File: config.mk
export PLATFORM = sky130hd
export DESIGN_NAME = bus_loader_flat
export DESIGN_NICKNAME = d
export VERILOG_FILES = /design/src/rtl/bus_loader_if.sv /design/src/rtl/bus_loader.sv /design/src/flat_wrapper.sv
export SDC_FILE = /design/constraint.sdc
export NUM_CORES = 1
export LEC_CHECK = 0
export ABC_CLOCK_PERIOD_IN_PS = 1800
export BUFFER_PORTS_ARGS = -buffer_cell sky130_fd_sc_hd__buf_2
export CORE_UTILIZATION = 48
export CTS_BUF_LIST = sky130_fd_sc_hd__clkbuf_8
export CTS_CLUSTER_SIZE = 28
export DETAILED_ROUTE_END_ITERATION = 10
export PLACE_DENSITY = 0.76
export SETUP_SLACK_MARGIN = 0.5
export SLEW_MARGIN = 20
export SYNTH_ARGS = -nofsm -noshare
export SYNTH_HDL_FRONTEND = slang
export SYNTH_SLANG_ARGS = --single-unit
File: constraint.sdc
create_clock -name clk -period 1.8 [get_ports clk]
set_input_delay 0.18 -clock clk [delete_from_list [all_inputs] [get_ports clk]]
set_output_delay 0.18 -clock clk [all_outputs]
set_load 0.01 [all_outputs]
File: src/rtl/bus_loader_if.sv
// rtl/bus_loader_if.sv - byte stream and RAM bus bundle for the program loader
interface bus_loader_if #(
    parameter int ADDR_W = 8,
    parameter int DATA_W = 8
);
    logic [DATA_W-1:0] in_data;
    logic              in_valid;
    logic              in_ready;
    logic [DATA_W-1:0] mem_in;
    logic              R;
    logic              W;
    logic [ADDR_W-1:0] addr;
    logic [DATA_W-1:0] data_out;

    modport master (
        input  in_data, in_valid, mem_in,
        output in_ready, R, W, addr, data_out
    );

    modport slave (
        output in_data, in_valid, mem_in,
        input  in_ready, R, W, addr, data_out
    );
endinterface

File: src/rtl/bus_loader.sv
// rtl/bus_loader.sv - streams a program image into dCPU RAM with optional readback verify
module bus_loader #(
    parameter int ADDR_W        = 8,
    parameter int DATA_W        = 8,
    parameter bit VERIFY        = 1'b1,
    parameter bit HOLD_ON_RESET = 1'b1
) (
    input  logic              clk,
    input  logic              rst,
    input  logic              i_start,
    input  logic [ADDR_W-1:0] i_base,
    input  logic [ADDR_W:0]   i_len,
    bus_loader_if.master      bus,
    output logic              o_cpu_rst,
    output logic              o_busy,
    output logic              o_done,
    output logic              o_error,
    output logic [ADDR_W-1:0] o_err_addr
);
    typedef enum logic [2:0] {S_IDLE, S_FETCH, S_WRITE, S_VERIFY, S_DONE} state_t;

    localparam logic [ADDR_W:0] DEPTH = {1'b1, {ADDR_W{1'b0}}};
    localparam logic [ADDR_W:0] ONE   = {{ADDR_W{1'b0}}, 1'b1};

    state_t            r_state;
    logic [ADDR_W:0]   r_count;
    logic [ADDR_W-1:0] r_addr;
    logic [ADDR_W-1:0] r_err_addr;
    logic [DATA_W-1:0] r_data;
    logic              r_R;
    logic              r_W;
    logic              r_in_ready;
    logic              r_cpu_rst;
    logic              r_busy;
    logic              r_done;
    logic              r_error;

    logic [ADDR_W:0]   w_len;
    logic              w_advance;
    logic              w_mismatch;

    // Lengths beyond the RAM depth would only rewrite the same locations.
    assign w_len      = (i_len > DEPTH) ? DEPTH : i_len;
    assign w_advance  = (r_state == S_VERIFY) || ((r_state == S_WRITE) && !VERIFY);
    assign w_mismatch = (r_state == S_VERIFY) && (bus.mem_in != r_data);

    always_ff @(posedge clk or posedge rst) begin
        if (rst) begin
            r_state    <= S_IDLE;
            r_count    <= '0;
            r_addr     <= '0;
            r_data     <= '0;
            r_R        <= 1'b1;
            r_W        <= 1'b1;
            r_in_ready <= 1'b0;
            r_cpu_rst  <= HOLD_ON_RESET;
            r_busy     <= 1'b0;
            r_done     <= 1'b0;
            r_error    <= 1'b0;
            r_err_addr <= '0;
        end else begin
            case (r_state)
                S_IDLE: begin
                    if (i_start) begin
                        r_addr     <= i_base;
                        r_count    <= w_len;
                        r_error    <= 1'b0;
                        r_err_addr <= '0;
                        r_busy     <= 1'b1;
                        if (w_len == '0) begin
                            r_state   <= S_DONE;
                            r_done    <= 1'b1;
                            r_cpu_rst <= 1'b0;
                        end else begin
                            r_state    <= S_FETCH;
                            r_in_ready <= 1'b1;
                            r_cpu_rst  <= 1'b1;
                        end
                    end
                end
                S_FETCH: begin
                    if (bus.in_valid && r_in_ready) begin
                        r_data     <= bus.in_data;
                        r_in_ready <= 1'b0;
                        r_W        <= 1'b0;
                        r_state    <= S_WRITE;
                    end
                end
                S_WRITE: begin
                    r_W <= 1'b1;
                    if (VERIFY) begin
                        r_R     <= 1'b0;
                        r_state <= S_VERIFY;
                    end
                end
                S_VERIFY: begin
                    r_R <= 1'b1;
                    // Only the first mismatch of a load records its address.
                    if (w_mismatch && !r_error) begin
                        r_error    <= 1'b1;
                        r_err_addr <= r_addr;
                    end
                end
                S_DONE: begin
                    r_done  <= 1'b0;
                    r_busy  <= 1'b0;
                    r_state <= S_IDLE;
                end
                default: r_state <= S_IDLE;
            endcase

            if (w_advance) begin
                r_count <= r_count - ONE;
                r_addr  <= r_addr + 1'b1;
                if (r_count == ONE) begin
                    r_state   <= S_DONE;
                    r_done    <= 1'b1;
                    r_cpu_rst <= 1'b0;
                end else begin
                    r_state    <= S_FETCH;
                    r_in_ready <= 1'b1;
                end
            end
        end
    end

    assign bus.R        = r_R;
    assign bus.W        = r_W;
    assign bus.addr     = r_addr;
    assign bus.data_out = r_data;
    assign bus.in_ready = r_in_ready;
    assign o_cpu_rst    = r_cpu_rst;
    assign o_busy       = r_busy;
    assign o_done       = r_done;
    assign o_error      = r_error;
    assign o_err_addr   = r_err_addr;
endmodule

File: src/flat_wrapper.sv
// flat-port wrapper written by rule: the top's interface ports become plain ports
module bus_loader_flat 
#(
    parameter int ADDR_W        = 8,
    parameter int DATA_W        = 8,
    parameter bit VERIFY        = 1'b1,
    parameter bit HOLD_ON_RESET = 1'b1
)
  (clk, rst, i_start, i_base, i_len, o_cpu_rst, o_busy, o_done, o_error, o_err_addr, bus_in_data, bus_in_valid, bus_mem_in, bus_in_ready, bus_R, bus_W, bus_addr, bus_data_out);
  bus_loader_if #(.ADDR_W(ADDR_W), .DATA_W(DATA_W)) bus_i ();
  input  logic clk;
  input  logic rst;
  input  logic i_start;
  input  logic [ADDR_W-1:0] i_base;
  input  logic [ADDR_W:0] i_len;
  output logic o_cpu_rst;
  output logic o_busy;
  output logic o_done;
  output logic o_error;
  output logic [ADDR_W-1:0] o_err_addr;
  input wire logic [$bits(bus_i.in_data)-1:0] bus_in_data;
  input wire logic [$bits(bus_i.in_valid)-1:0] bus_in_valid;
  input wire logic [$bits(bus_i.mem_in)-1:0] bus_mem_in;
  output wire logic [$bits(bus_i.in_ready)-1:0] bus_in_ready;
  output wire logic [$bits(bus_i.R)-1:0] bus_R;
  output wire logic [$bits(bus_i.W)-1:0] bus_W;
  output wire logic [$bits(bus_i.addr)-1:0] bus_addr;
  output wire logic [$bits(bus_i.data_out)-1:0] bus_data_out;
  assign bus_i.in_data = bus_in_data;
  assign bus_i.in_valid = bus_in_valid;
  assign bus_i.mem_in = bus_mem_in;
  assign bus_in_ready = bus_i.in_ready;
  assign bus_R = bus_i.R;
  assign bus_W = bus_i.W;
  assign bus_addr = bus_i.addr;
  assign bus_data_out = bus_i.data_out;
  bus_loader #(.ADDR_W(ADDR_W), .DATA_W(DATA_W), .VERIFY(VERIFY), .HOLD_ON_RESET(HOLD_ON_RESET)) u_core (.clk(clk), .rst(rst), .i_start(i_start), .i_base(i_base), .i_len(i_len), .bus(bus_i), .o_cpu_rst(o_cpu_rst), .o_busy(o_busy), .o_done(o_done), .o_error(o_error), .o_err_addr(o_err_addr));
endmodule
After elaboration in Yosys (flattened, before gate mapping)
Index checks and enable logic that the tools add are counted.

Input bits: 37. Output and inout port bits: 31. Word-level logic and storage cells: 83. Register bits after elaboration: 43.

Reductions and logical operators: 17. Order comparisons: 1. Equal/unequal tests: 11. Add/sub/neg operators: 2. Multiplexer cells: 40.

Operators with widths (count): two-way mux 8 bit (5); two-way mux 9 bit (4); two-way mux 1 bit (18); one-hot mux 8 bit (2 select lines) (1); two-way mux 3 bit (5); one-hot mux 1 bit (2 select lines) (6); AND reduction 2 bit (5); nonzero test 2 bit (5); equality test 9 x 1 -> 1 bit, second input constant (1); greater-than comparator 9 bit, second input constant (1); logical NOT 9 bit (1); one-hot mux 3 bit (3 select lines) (1); subtractor 9 x 1 -> 9 bit, second input constant (1); adder 8 x 1 -> 8 bit, second input constant (1); inequality test 8 bit (1); equality test 3 x 2 -> 1 bit, second input constant (2); inequality test 2 bit, second input constant (2); equality test 3 x 1 -> 1 bit, second input constant (1); equality test 3 bit, second input constant (1); logical AND 1 bit (3); logical NOT 3 bit (1); inequality test 3 x 1 -> 1 bit, second input constant (1); inequality test 3 x 2 -> 1 bit, second input constant (1); AND reduction 3 bit (1); other kinds (2) (2).

Longest topological paths before layout
Gate-level depths: netlist of run 1.

Depth after elaboration: 8. Mapped depth: 6. Gate-level depth less buffers: 6.

Worst setup path after synthesis of run 1
Ideal clock, no wire load.

Kind: register to register. Start: reg u_core.r_count[3]. End: reg u_core.r_state[2]. Period minus slack after synthesis: 1.929 ns. Stages on the path, launching flop included: 5. Data required time: 1.706 ns. Arrival: 1.835 ns. Library setup time: 0.094 ns. Path buffers: 0. Path slack: -0.129 ns. Cell sequence: dfrtp_1 -> or4_4 -> or4_4 -> or2_4 -> a221oi_2.

Cells in the longest elaborated chain, start to end: 3.

Ends and longest elaborated chain: start: declaration (RTL line bus_loader.sv:26) `logic [ADDR_W:0] r_count;`; start signal: assignment (RTL line bus_loader.sv:66) `r_count <= w_len;`; start signal: assignment (RTL line bus_loader.sv:113) `r_count <= r_count - ONE;`; equality test 9 x 1 -> 1 bit (RTL line bus_loader.sv:115) `if (r_count == ONE) begin`; two-way mux 3 bit (RTL line bus_loader.sv:115); two-way mux 3 bit (RTL line bus_loader.sv:112) `if (w_advance) begin`; end signal: assignment (RTL line bus_loader.sv:109) `default: r_state <= S_IDLE;`; end signal: assignment (RTL line bus_loader.sv:116) `r_state <= S_DONE;`; end signal: assignment (RTL line bus_loader.sv:120) `r_state <= S_FETCH;`; end: declaration (RTL line bus_loader.sv:25) `state_t r_state;`.

No other way between the ends. A chain may end at the register's enable or synchronous reset.

Worst setup path in the final report of run 1
Start: reg u_core.r_count[2]. End: reg u_core.r_state[2].

Same word-level chain as after synthesis.

==> impl_metrics.py, run 1 <==
metrics = {
    "timing": {
        "slew_viol_final": 0,
        "min_period_ns": 1.950,
        "relSlewSlack": 0.6355,
        "rsz0062_at_grt": "yes",
        "hold_viol_final": 10,
        "setup_viol": 7,
        "timing.fmax_ghz": 0.5128,
        "setup_slack_ns": -0.1502,
        "fin_crit_sh": 1.083,
        "fin_skew_ns": 0.01008,
        "tightest_slew_ns": 0.5467,
        "fin_setup_tns_ns": -0.5388,
        "holdWs_ns": -0.01868,
    },
    "grt": {
        "grt_pass1_vias": 2190,
        "antenna_found_initial": 0,
        "gr-usage-all-layers": 0.2691,
        "overflow": 0,
        "grt_max_degree": 44,
        "grt_pass1_wl_um": 10200,
    },
    "cells_and_area": {
        "final_nets": 375,
        "final_common_cell": "buf_2",
        "final_cell_mix": "buf_2 (67), dfrtp_1 (40), buf_4 (27)",
        "antenna_cells": 0,
        "drive_gt1_frac": 0.5357,
        "areaGrowthSynthToFinish_pct": 55.50,
        "stdcell_count": 388,
    },
    "routing": {
        "ant_nets": 0,
        "first_pass_iters": 4,
        "viasPerCell": 5.655,
        "drc": 0,
        "vias": 2194,
        "routed_wl_um": 6175,
        "routedWlPerCell_um": 15.91,
        "first_iter_violations": 128,
    },
    "critical_path": {
        "critical_path_class": "reg2reg",
        "timing.rr.end": "u_core.r_state[2]",
        "cp-start-kind": "flip-flop",
        "reg2reg_depth": 4,
        "cp_max_fo": 4,
        "cp_common_cell": "or4_4",
        "end_kind": "flip-flop",
        "crit_family": "simple AND/OR/NAND/NOR gates",
        "arrival_ns": 2.18,
        "slowest_delay_ns": 0.56,
        "crit_chain": "or4_4 > or4_4 > or2_4 > a221oi_2",
        "timing.rr.start": "u_core.r_count[2]",
        "regToRegSetupSlack_ns": -0.15,
        "cp_num_buf_inv": 0,
        "cp_data_required_time_ns": 2.03,
        "crit_slowest_cell": "or4_4",
    },
    "pwr": {
        "irDropWorstVdd_uv": 754.4,
        "p_total_mw": 5.628,
        "cellPowerDensity_nw_per_um2": 1665,
        "leakagePower_nw": 1.645,
    },
    "yosys": {
        "netlist.area_leader.share": 0.4606,
        "synth_seq_cells": 43,
        "synth_ff_type": "dfrtp_1",
        "netlist_area_um2": 2173,
        "synth-async-reset-ratio": 1.000,
        "netlist_instances": 221,
        "synth-edff-count": 0,
        "synth_cell_types": 45,
        "yosysWarnings": 0,
        "syn_nets": 261,
        "synth_area_leaders": "dfrtp_1 (46%), nand2_1 (6.2%), mux2_2 (4.1%), mux2i_1 (3.7%), dfstp_2 (3.6%)",
        "yosysSeqAreaShare": 0.4968,
        "avgSynthCellArea_um2": 9.834,
        "yosysTopAreaCell": "dfrtp_1",
    },
    "clocking": {
        "clkLatencyLatePin_ns": 0.31,
        "root_buffer": "clkbuf_8",
        "clk_pin_slew_worst_paths_ns": 0.09,
        "ctsLongestPathBuffers": 2,
        "cts.sinks": 43,
        "cts_max_level": 2,
        "cts-buffers-inserted": 5,
        "cts_tree": "yes",
        "hold_buffers": 0,
    },
    "place": {
        "placed_cells": 348,
        "dpl.hpwl_um": 3727,
        "place.gp.congestion": 0.8917,
        "port_buffers": 67,
    },
    "floorplan": {
        "rows": 24,
        "initial_utilization": 0.4991,
        "num_io_pins": 68,
        "coreArea_um2": 4354,
        "die_y_um": 69.29,
        "dieArea_um2": 4801,
        "dieWidth_um": 69.29,
    },
    "run_status": {
        "status": "complete, but fails checks",
        "violations": "negative hold slack, negative setup slack",
    },
    "run": {
        "drv_cap": 0,
    },
    "worst_hold_path": {
        "min_path_type": "in2async",
    },
}
-- routing by layer --
layer | track usage | wire length (µm) | part of all wire
met4 | 0.1020 | 112 | 0.018
met2 | 0.4595 | 3182 | 0.52
met3 | 0.05378 | 296 | 0.048
met5 | 0 | 0 | 0
met1 | 0.3362 | 2584 | 0.42
-- flip-flops by register name, indices dropped and copies added (netlist names) --
name / flops
u_core.bus.in_ready: 1
u_core.bus.data_out: 8
u_core.o_error: 1
u_core.o_err_addr: 8
u_core.r_state: 3
u_core.bus.R: 1
u_core.r_count: 9
u_core.bus.W: 1
u_core.o_done: 1
u_core.o_busy: 1
u_core.o_cpu_rst: 1
u_core.bus.addr: 8
-- power by group --
group | switching [mW] | internal (mW) | total, mW
clock | 0.360 | 0.349 | 0.710
sequential | 0.401 | 1.42 | 1.82
combinational | 1.41 | 1.69 | 3.10
-- stage by stage --
| step | utilization | hold WS [ns] | area (µm²) | setup slack, ns |
|---|---|---|---|---|
| detailed placement | 0.6362 | 0.3545 | 2770 | -0.1046 |
| CTS | 0.7655 | 0.01967 | 3333 | -0.1135 |
| finish | 0.7761 | -0.01868 | 3379 | -0.1502 |
| global placement | 0.6362 | 0.3508 | 2770 | -0.07287 |
| floorplan | - | 0.2960 | 2332 | -0.08353 |
| global route | 0.7761 | 0.04757 | 3379 | -0.1834 |
-- synth_stat cells, types with 3 or more instances --
cell type  instances
a21oi_1            8
a31oi_1            3
clkbuf_1           7
dfrtp_1           40
dfstp_2            3
ha_1               3
inv_1             13
mux2_2             8
mux2i_1            8
nand2_1           36
nand3_1            5
nand4_1            3
nor2_1            13
nor3_1             5
nor4_1             5
o211ai_1           4
o21ai_0            8
o311ai_0           6
or2_2              3
xnor2_1            8
-- worst reg2reg max path, cell delays in order, from the launching register on --
cell,delay (ns)
dfrtp_1,0.40
or4_4,0.56
or4_4,0.44
or2_4,0.27
a221oi_2,0.21
-- area by class of cell --
class / count / area (µm²)
multi-input cells: 155 / 1205
flip-flops and latches: 43 / 1080
fillers: 269 / 974.7
repair buffers: 117 / 877.1
clock buffers: 7 / 96.34
well taps: 52 / 65.06
inverters: 13 / 48.80
clock inverters: 1 / 7.507
-- timing repair --
action / 4_1_cts / 5_1_grt
cloned: 3 / 0
endpoints found under the setup margin: 40 / 42
resized for setup: 56 / 6
pin swaps: 23 / 1
setup buffers: 25 / 4
-- how the worst max path moves through the flow --
stage | from | to | cells after the start
floorplan | u_core.r_count[3] | u_core.r_state[2] | 4
global placement | u_core.r_count[3] | u_core.r_state[2] | 4
detailed placement | u_core.r_count[3] | u_core.r_state[2] | 4
CTS | u_core.r_count[3] | u_core.r_state[2] | 4
global route | u_core.r_count[2] | u_core.r_state[2] | 4
finish | u_core.r_count[2] | u_core.r_state[2] | 4
-- kinds of logic (layout without fill, tap and decap cells) --
group / after synthesis / in the layout / synth area share
buffers and inverters: 23 / 138 / 0.04203
flip-flops: 43 / 43 / 0.4968
XOR/XNOR: 8 / 8 / 0.03224
multiplexers: 16 / 16 / 0.07830
adder cells (fa/ha/maj): 3 / 3 / 0.01727
AO/OA/AOI/OAI: 43 / 43 / 0.1393
AND/OR/NAND/NOR: 85 / 85 / 0.1940
Note: power is estimated with default switching activity, not from simulation.
==> run 2, diff against run 1 <==
Settings changed: ABC_CLOCK_PERIOD_IN_PS 1800 to 2000, BUFFER_PORTS_ARGS -buffer_cell sky130_fd_sc_hd__buf_2 to not set, CORE_MARGIN set to 8, CORE_UTILIZATION 48 to 60, DONT_BUFFER_PORTS set to 1, PLACE_DENSITY 0.76 to 0.73.
Clock period 1.8 ns to 2 ns, I/O delays scaled along.
==> run 2 against run 1 <==
Clock power decreased by 27%. The flow now finishes without violations. Core utilization decreased by 2.3 points. Power decreased by 26%. Worst hold slack improved by 0.051 ns.
==> impl_metrics.py, run 2 (synthesis gave the netlist of run 1 again) <==
metrics = {
    "run_status": {
        "status": "completed",
    },
    "timing": {
        "fin_skew_ns": 0.005889,
        "tightest_slew_ns": 0.7656,
        "min_period_ns": 1.952,
        "relSlewSlack": 0.4849,
        "fin_setup_tns_ns": 0,
        "rsz0062_at_grt": "yes",
        "timing.fmax_ghz": 0.5124,
        "setup_viol": 0,
        "slew_viol_final": 0,
        "setup_slack_ns": 0.04843,
        "hold_viol_final": 0,
        "fin_crit_sh": 0.9758,
    },
    "floorplan": {
        "die_y_um": 76.19,
        "rows": 22,
        "dieWidth_um": 76.19,
        "initial_utilization": 0.6073,
        "num_io_pins": 68,
        "coreArea_um2": 3578,
        "dieArea_um2": 5804,
    },
    "cells_and_area": {
        "final_nets": 288,
        "final_area_um2": 2694,
        "antenna_cells": 0,
        "top_register": "u_core.r_count",
        "fill_cells": 245,
        "drive_gt1_frac": 0.3092,
        "final_common_cell": "dfrtp_1",
        "stdcell_count": 297,
        "largest_reg_flops": 9,
        "areaGrowthSynthToFinish_pct": 23.95,
        "final_cell_mix": "dfrtp_1 (39), nand2_1 (25), buf_4 (20)",
    },
    "grt": {
        "grt_pass1_vias": 1923,
        "grt_max_degree": 44,
        "antenna_found_initial": 0,
        "overflow": 0,
        "gr-usage-all-layers": 0.2019,
        "grt_pass1_wl_um": 9618,
    },
    "critical_path": {
        "cp_common_cell": "or4_4",
        "cp_max_fo": 3,
        "end_kind": "flip-flop",
        "slowest_delay_ns": 0.55,
        "critical_path_class": "reg2reg",
        "cp_data_required_time_ns": 2.20,
        "arrival_ns": 2.15,
        "crit_chain": "or4_4 > or4_4 > or2_4 > a221oi_2",
        "crit_slowest_cell": "or4_4",
        "cp-start-kind": "flip-flop",
    },
    "routing": {
        "ant_nets": 0,
        "routed_wl_um": 5937,
        "viasPerCell": 6.135,
        "drc": 0,
        "first_iter_violations": 142,
        "routedWlPerCell_um": 19.99,
        "first_pass_iters": 4,
        "vias": 1822,
    },
    "place": {
        "place.gp.congestion": 0.8956,
        "port_buffers": 0,
        "placed_cell_area_um2": 2317,
        "placed_cells": 270,
        "dp_slack_ns": 0.05749,
        "dpl.hpwl_um": 4102,
    },
    "clocking": {
        "cts_max_level": 2,
        "cts.sinks": 43,
        "ctsLongestPathBuffers": 2,
        "root_buffer": "clkbuf_8",
        "clk_pin_slew_worst_paths_ns": 0.08,
        "clkLatencyLatePin_ns": 0.29,
        "cts_tree": "yes",
        "cts-buffers-inserted": 5,
    },
    "pwr": {
        "leakagePower_nw": 1.222,
        "irDropWorstVdd_uv": 924.7,
        "p_total_mw": 4.174,
        "cellPowerDensity_nw_per_um2": 1550,
    },
    "run": {
        "drv_cap": 0,
    },
    "worst_hold_path": {
        "min_path_type": "in2reg",
    },
}
## run 2: cell types whose count changed in the layout (fill, tap and decap cells not counted), moves of 3 or more
cell and change:
buf_12 -5, nand2_2 -4, o21ai_0 +4, nand2_1 +4, buf_2 -67, buf_6 -9, o21ai_1 -3, buf_4 -7
## run 2: through the flow
stage / hold slack (ns) / util
2_1_floorplan: 0.3160 / -
3_3_place_gp: 0.2485 / 0.6476
3_5_place_dp: 0.2699 / 0.6476
4_1_cts: 0.02175 / 0.7353
5_1_grt: 0.03847 / 0.7528
6_report: 0.03197 / 0.7528
## run 2: timing repair
item | in CTS | in global routing
endpoints found under the hold margin | 40 | 0
endpoints found under the setup margin | 39 | 39
hold buffers | 1 | 0
cloned | 2 | 0
resized for setup | 30 | 11
setup buffers | 14 | 2
pin swaps | 7 | 8
## run 2: critical path, delay by kind of cell (launching register included)
family	cells	cell delay, ns
and+or+nand+nor	3	1.25
AOI/OAI and AO/OA	1	0.22
DFF	1	0.39
## run 2: final cells by class
cell class	count	area, µm²	share of cell area
Timing Repair Buffer	29	270.3	0.1003
Inverter	13	48.80	0.01811
Sequential cell	43	1081	0.4013
Multi-Input combinational cell	156	1152	0.4278
Clock buffer	5	68.82	0.02555
Tap cell	48	60.06	0.02229
Clock inverter	3	12.51	0.004645
## run 2: power by group
| part | internal, mW | switching (mW) | leakage (nW) |
|---|---|---|---|
| sequential | 1.28 | 0.555 | 0.522 |
| combinational | 0.944 | 0.874 | 0.649 |
| clock | 0.235 | 0.286 | 0.0505 |
## run 2: per-layer routing
layer	share of wire	vias to the layer above	track usage	wire length [µm]
met3	0.086	10	0.08137	511
met4	0.016	0	0.08077	96
met2	0.52	73	0.3453	3102
met1	0.38	895	0.2164	2227
li1	-	844	-	-
met5	0	-	0	0
## run 2: final timing paths
| check | startpoint | end | slack (ns) | cells after the start |
|---|---|---|---|---|
| max in group asynchronous | rst | u_core.bus.addr[1] | 1.12 | 3 |
| min in group asynchronous | rst | u_core.bus.in_ready | 0.48 | 3 |
| worst max-delay path | u_core.r_count[2] | u_core.r_state[2] | 0.05 | 4 |
| worst min register to register | u_core.bus.R | u_core.bus.R | 0.50 | 2 |
| worst min-delay path | i_base[5] | u_core.bus.addr[5] | 0.03 | 2 |
| worst max register to register | u_core.r_count[2] | u_core.r_state[2] | 0.05 | 4 |
==> run 3, diff against run 2 <==
Settings changed: CORE_UTILIZATION 60 to 55, PLACE_DENSITY 0.73 to 0.67.
==> run 3 against run 2 <==
Sequential share of layout area grew 2.5 points. Clock power grew 35%. Wire length shrank 4.3%. Largest power group unchanged. Highest routed layer unchanged.
==> impl_metrics.py, run 3 (synthesis gave the netlist of run 1 again) <==
metrics = {
    "grt": {
        "antenna_found_initial": 0,
        "grt_pass1_vias": 1886,
        "grt_max_degree": 44,
        "overflow": 0,
        "gr-usage-all-layers": 0.1854,
        "grt_pass1_wl_um": 9225,
    },
    "clocking": {
        "cts.sinks": 43,
        "clkLatencyLatePin_ns": 0.30,
        "cts_tree": "yes",
        "clk_pin_slew_worst_paths_ns": 0.08,
        "ctsLongestPathBuffers": 2,
        "cts_max_level": 2,
        "root_buffer": "clkbuf_8",
        "cts-buffers-inserted": 5,
    },
    "cells_and_area": {
        "final_common_cell": "dfrtp_1",
        "finish.utilization": 0.6467,
        "areaGrowthSynthToFinish_pct": 16.47,
        "top_register": "u_core.r_count",
        "final_nets": 277,
        "largest_reg_flops": 9,
        "drive_gt1_frac": 0.2353,
        "antenna_cells": 0,
        "final_cell_mix": "dfrtp_1 (40), nand2_1 (34), buf_4 (15)",
    },
    "worst_hold_path": {
        "hold_end": "u_core.bus.addr[2]",
        "min_path_type": "in2reg",
        "hold_start": "i_base[2]",
        "min_path_cells": 2,
    },
    "floorplan": {
        "dieArea_um2": 6219,
        "die_y_um": 78.86,
        "initial_utilization": 0.5553,
        "rows": 23,
        "num_io_pins": 68,
        "dieWidth_um": 78.86,
        "coreArea_um2": 3914,
    },
    "routing": {
        "viasPerCell": 6.222,
        "routed_wl_um": 5681,
        "vias": 1792,
        "drc": 0,
        "routedWlPerCell_um": 19.73,
        "ant_nets": 0,
        "first_pass_iters": 4,
        "first_iter_violations": 141,
    },
    "place": {
        "place.gp.congestion": 0.8234,
        "dp_slack_ns": 0.06302,
        "dpl.hpwl_um": 4117,
        "port_buffers": 0,
    },
    "critical_path": {
        "crit_slowest_cell": "or4_4",
        "arrival_ns": 2.18,
        "regToRegSetupSlack_ns": 0.02,
        "crit_chain": "or4_4 > or4_4 > or2_4 > a221oi_2",
        "cp_common_cell": "or4_4",
        "timing.rr.start": "u_core.r_count[3]",
        "critical_path_class": "reg2reg",
        "end_kind": "flip-flop",
        "timing.rr.end": "u_core.r_state[2]",
        "slowest_delay_ns": 0.56,
        "cp-start-kind": "flip-flop",
        "cp_max_fo": 5,
        "reg2reg_depth": 4,
        "cp_data_required_time_ns": 2.20,
    },
    "pwr": {
        "leakagePower_nw": 1.127,
        "cellPowerDensity_nw_per_um2": 1592,
        "seqPwrFrac": 0.447,
        "p_sw_mw": 1.621,
        "p_sw_frac": 0.4023,
        "irDropWorstVdd_uv": 854.4,
        "pwr-share-clk": 0.175,
        "p_int_mw": 2.408,
        "p_comb_frac": 0.378,
    },
    "timing": {
        "setup_viol": 0,
        "rsz0062_at_grt": "yes",
        "fin_skew_ns": 0.006463,
        "slew_viol_final": 0,
        "timing.fmax_ghz": 0.5042,
        "tightest_slew_ns": 0.5902,
        "min_period_ns": 1.983,
        "fin_setup_tns_ns": 0,
        "hold_viol_final": 0,
        "setup_slack_ns": 0.01656,
        "holdWs_ns": 0.02372,
        "relSlewSlack": 0.6029,
        "fin_crit_sh": 0.9917,
    },
    "run_status": {
        "status": "completed",
    },
    "run": {
        "drv_cap": 0,
    },
}
[run 3: metrics by stage]
step                      instance area (µm²)  instances  power (mW)
after floorplan                          2267        221       2.845
after global placement                   2312        271       3.093
after detailed placement                 2312        271       3.197
after CTS                                2491        284       3.990
after global routing                     2531        288       4.294
final                                    2531        288       4.029
[run 3: layer usage]
metal  GRT usage  up-vias  share of wire
met5           0        -              0
met4     0.06296        0          0.020
met1      0.1990      869           0.37
met2      0.3239       86           0.51
li1            -      822              -
met3     0.07449       15          0.097
[run 3: worst max path at each step]
stage | start | endpoint | cells past startpoint
after floorplan | u_core.r_count[3] | u_core.r_state[2] | 4
after global placement | u_core.r_count[3] | u_core.r_state[2] | 4
after detailed placement | u_core.r_count[3] | u_core.r_state[2] | 4
after CTS | u_core.r_count[3] | u_core.r_state[2] | 4
after global routing | u_core.r_count[3] | u_core.r_state[2] | 4
final | u_core.r_count[3] | u_core.r_state[2] | 4
[run 3: repair_timing]
action,in CTS,in global routing
setup endpoints to repair,40,38
pin swaps,3,0
gates resized for setup,7,3
hold buffers,1,0
setup buffers,3,4
endpoints found under the hold margin,40,0
cloned,1,0
[run 3: power by group through the flow]
stage	Sequential (mW)	Clock (mW)	Combinational, mW
detailed placement	1.82	0	1.38
CTS	1.81	0.718	1.46
finish	1.80	0.703	1.52
global route	1.86	0.749	1.68
floorplan	1.70	0	1.15
global placement	1.79	0	1.30
[run 3: area by class of cell]
cell class / count / area [µm²]
clock buffers: 6 / 82.58
clock inverters: 2 / 35.03
fillers: 312 / 1383
inverters: 13 / 48.80
multi-input cells: 156 / 1077
flip-flops and latches: 43 / 1080
well taps: 50 / 62.56
repair buffers: 18 / 145.1
[run 3: worst max-delay path, delay by kind of cell, from the launching register on]
family / cells / cell delay [ns]
AND/OR/NAND/NOR: 3 / 1.27
flip-flops: 1 / 0.39
AO/OA/AOI/OAI: 1 / 0.23
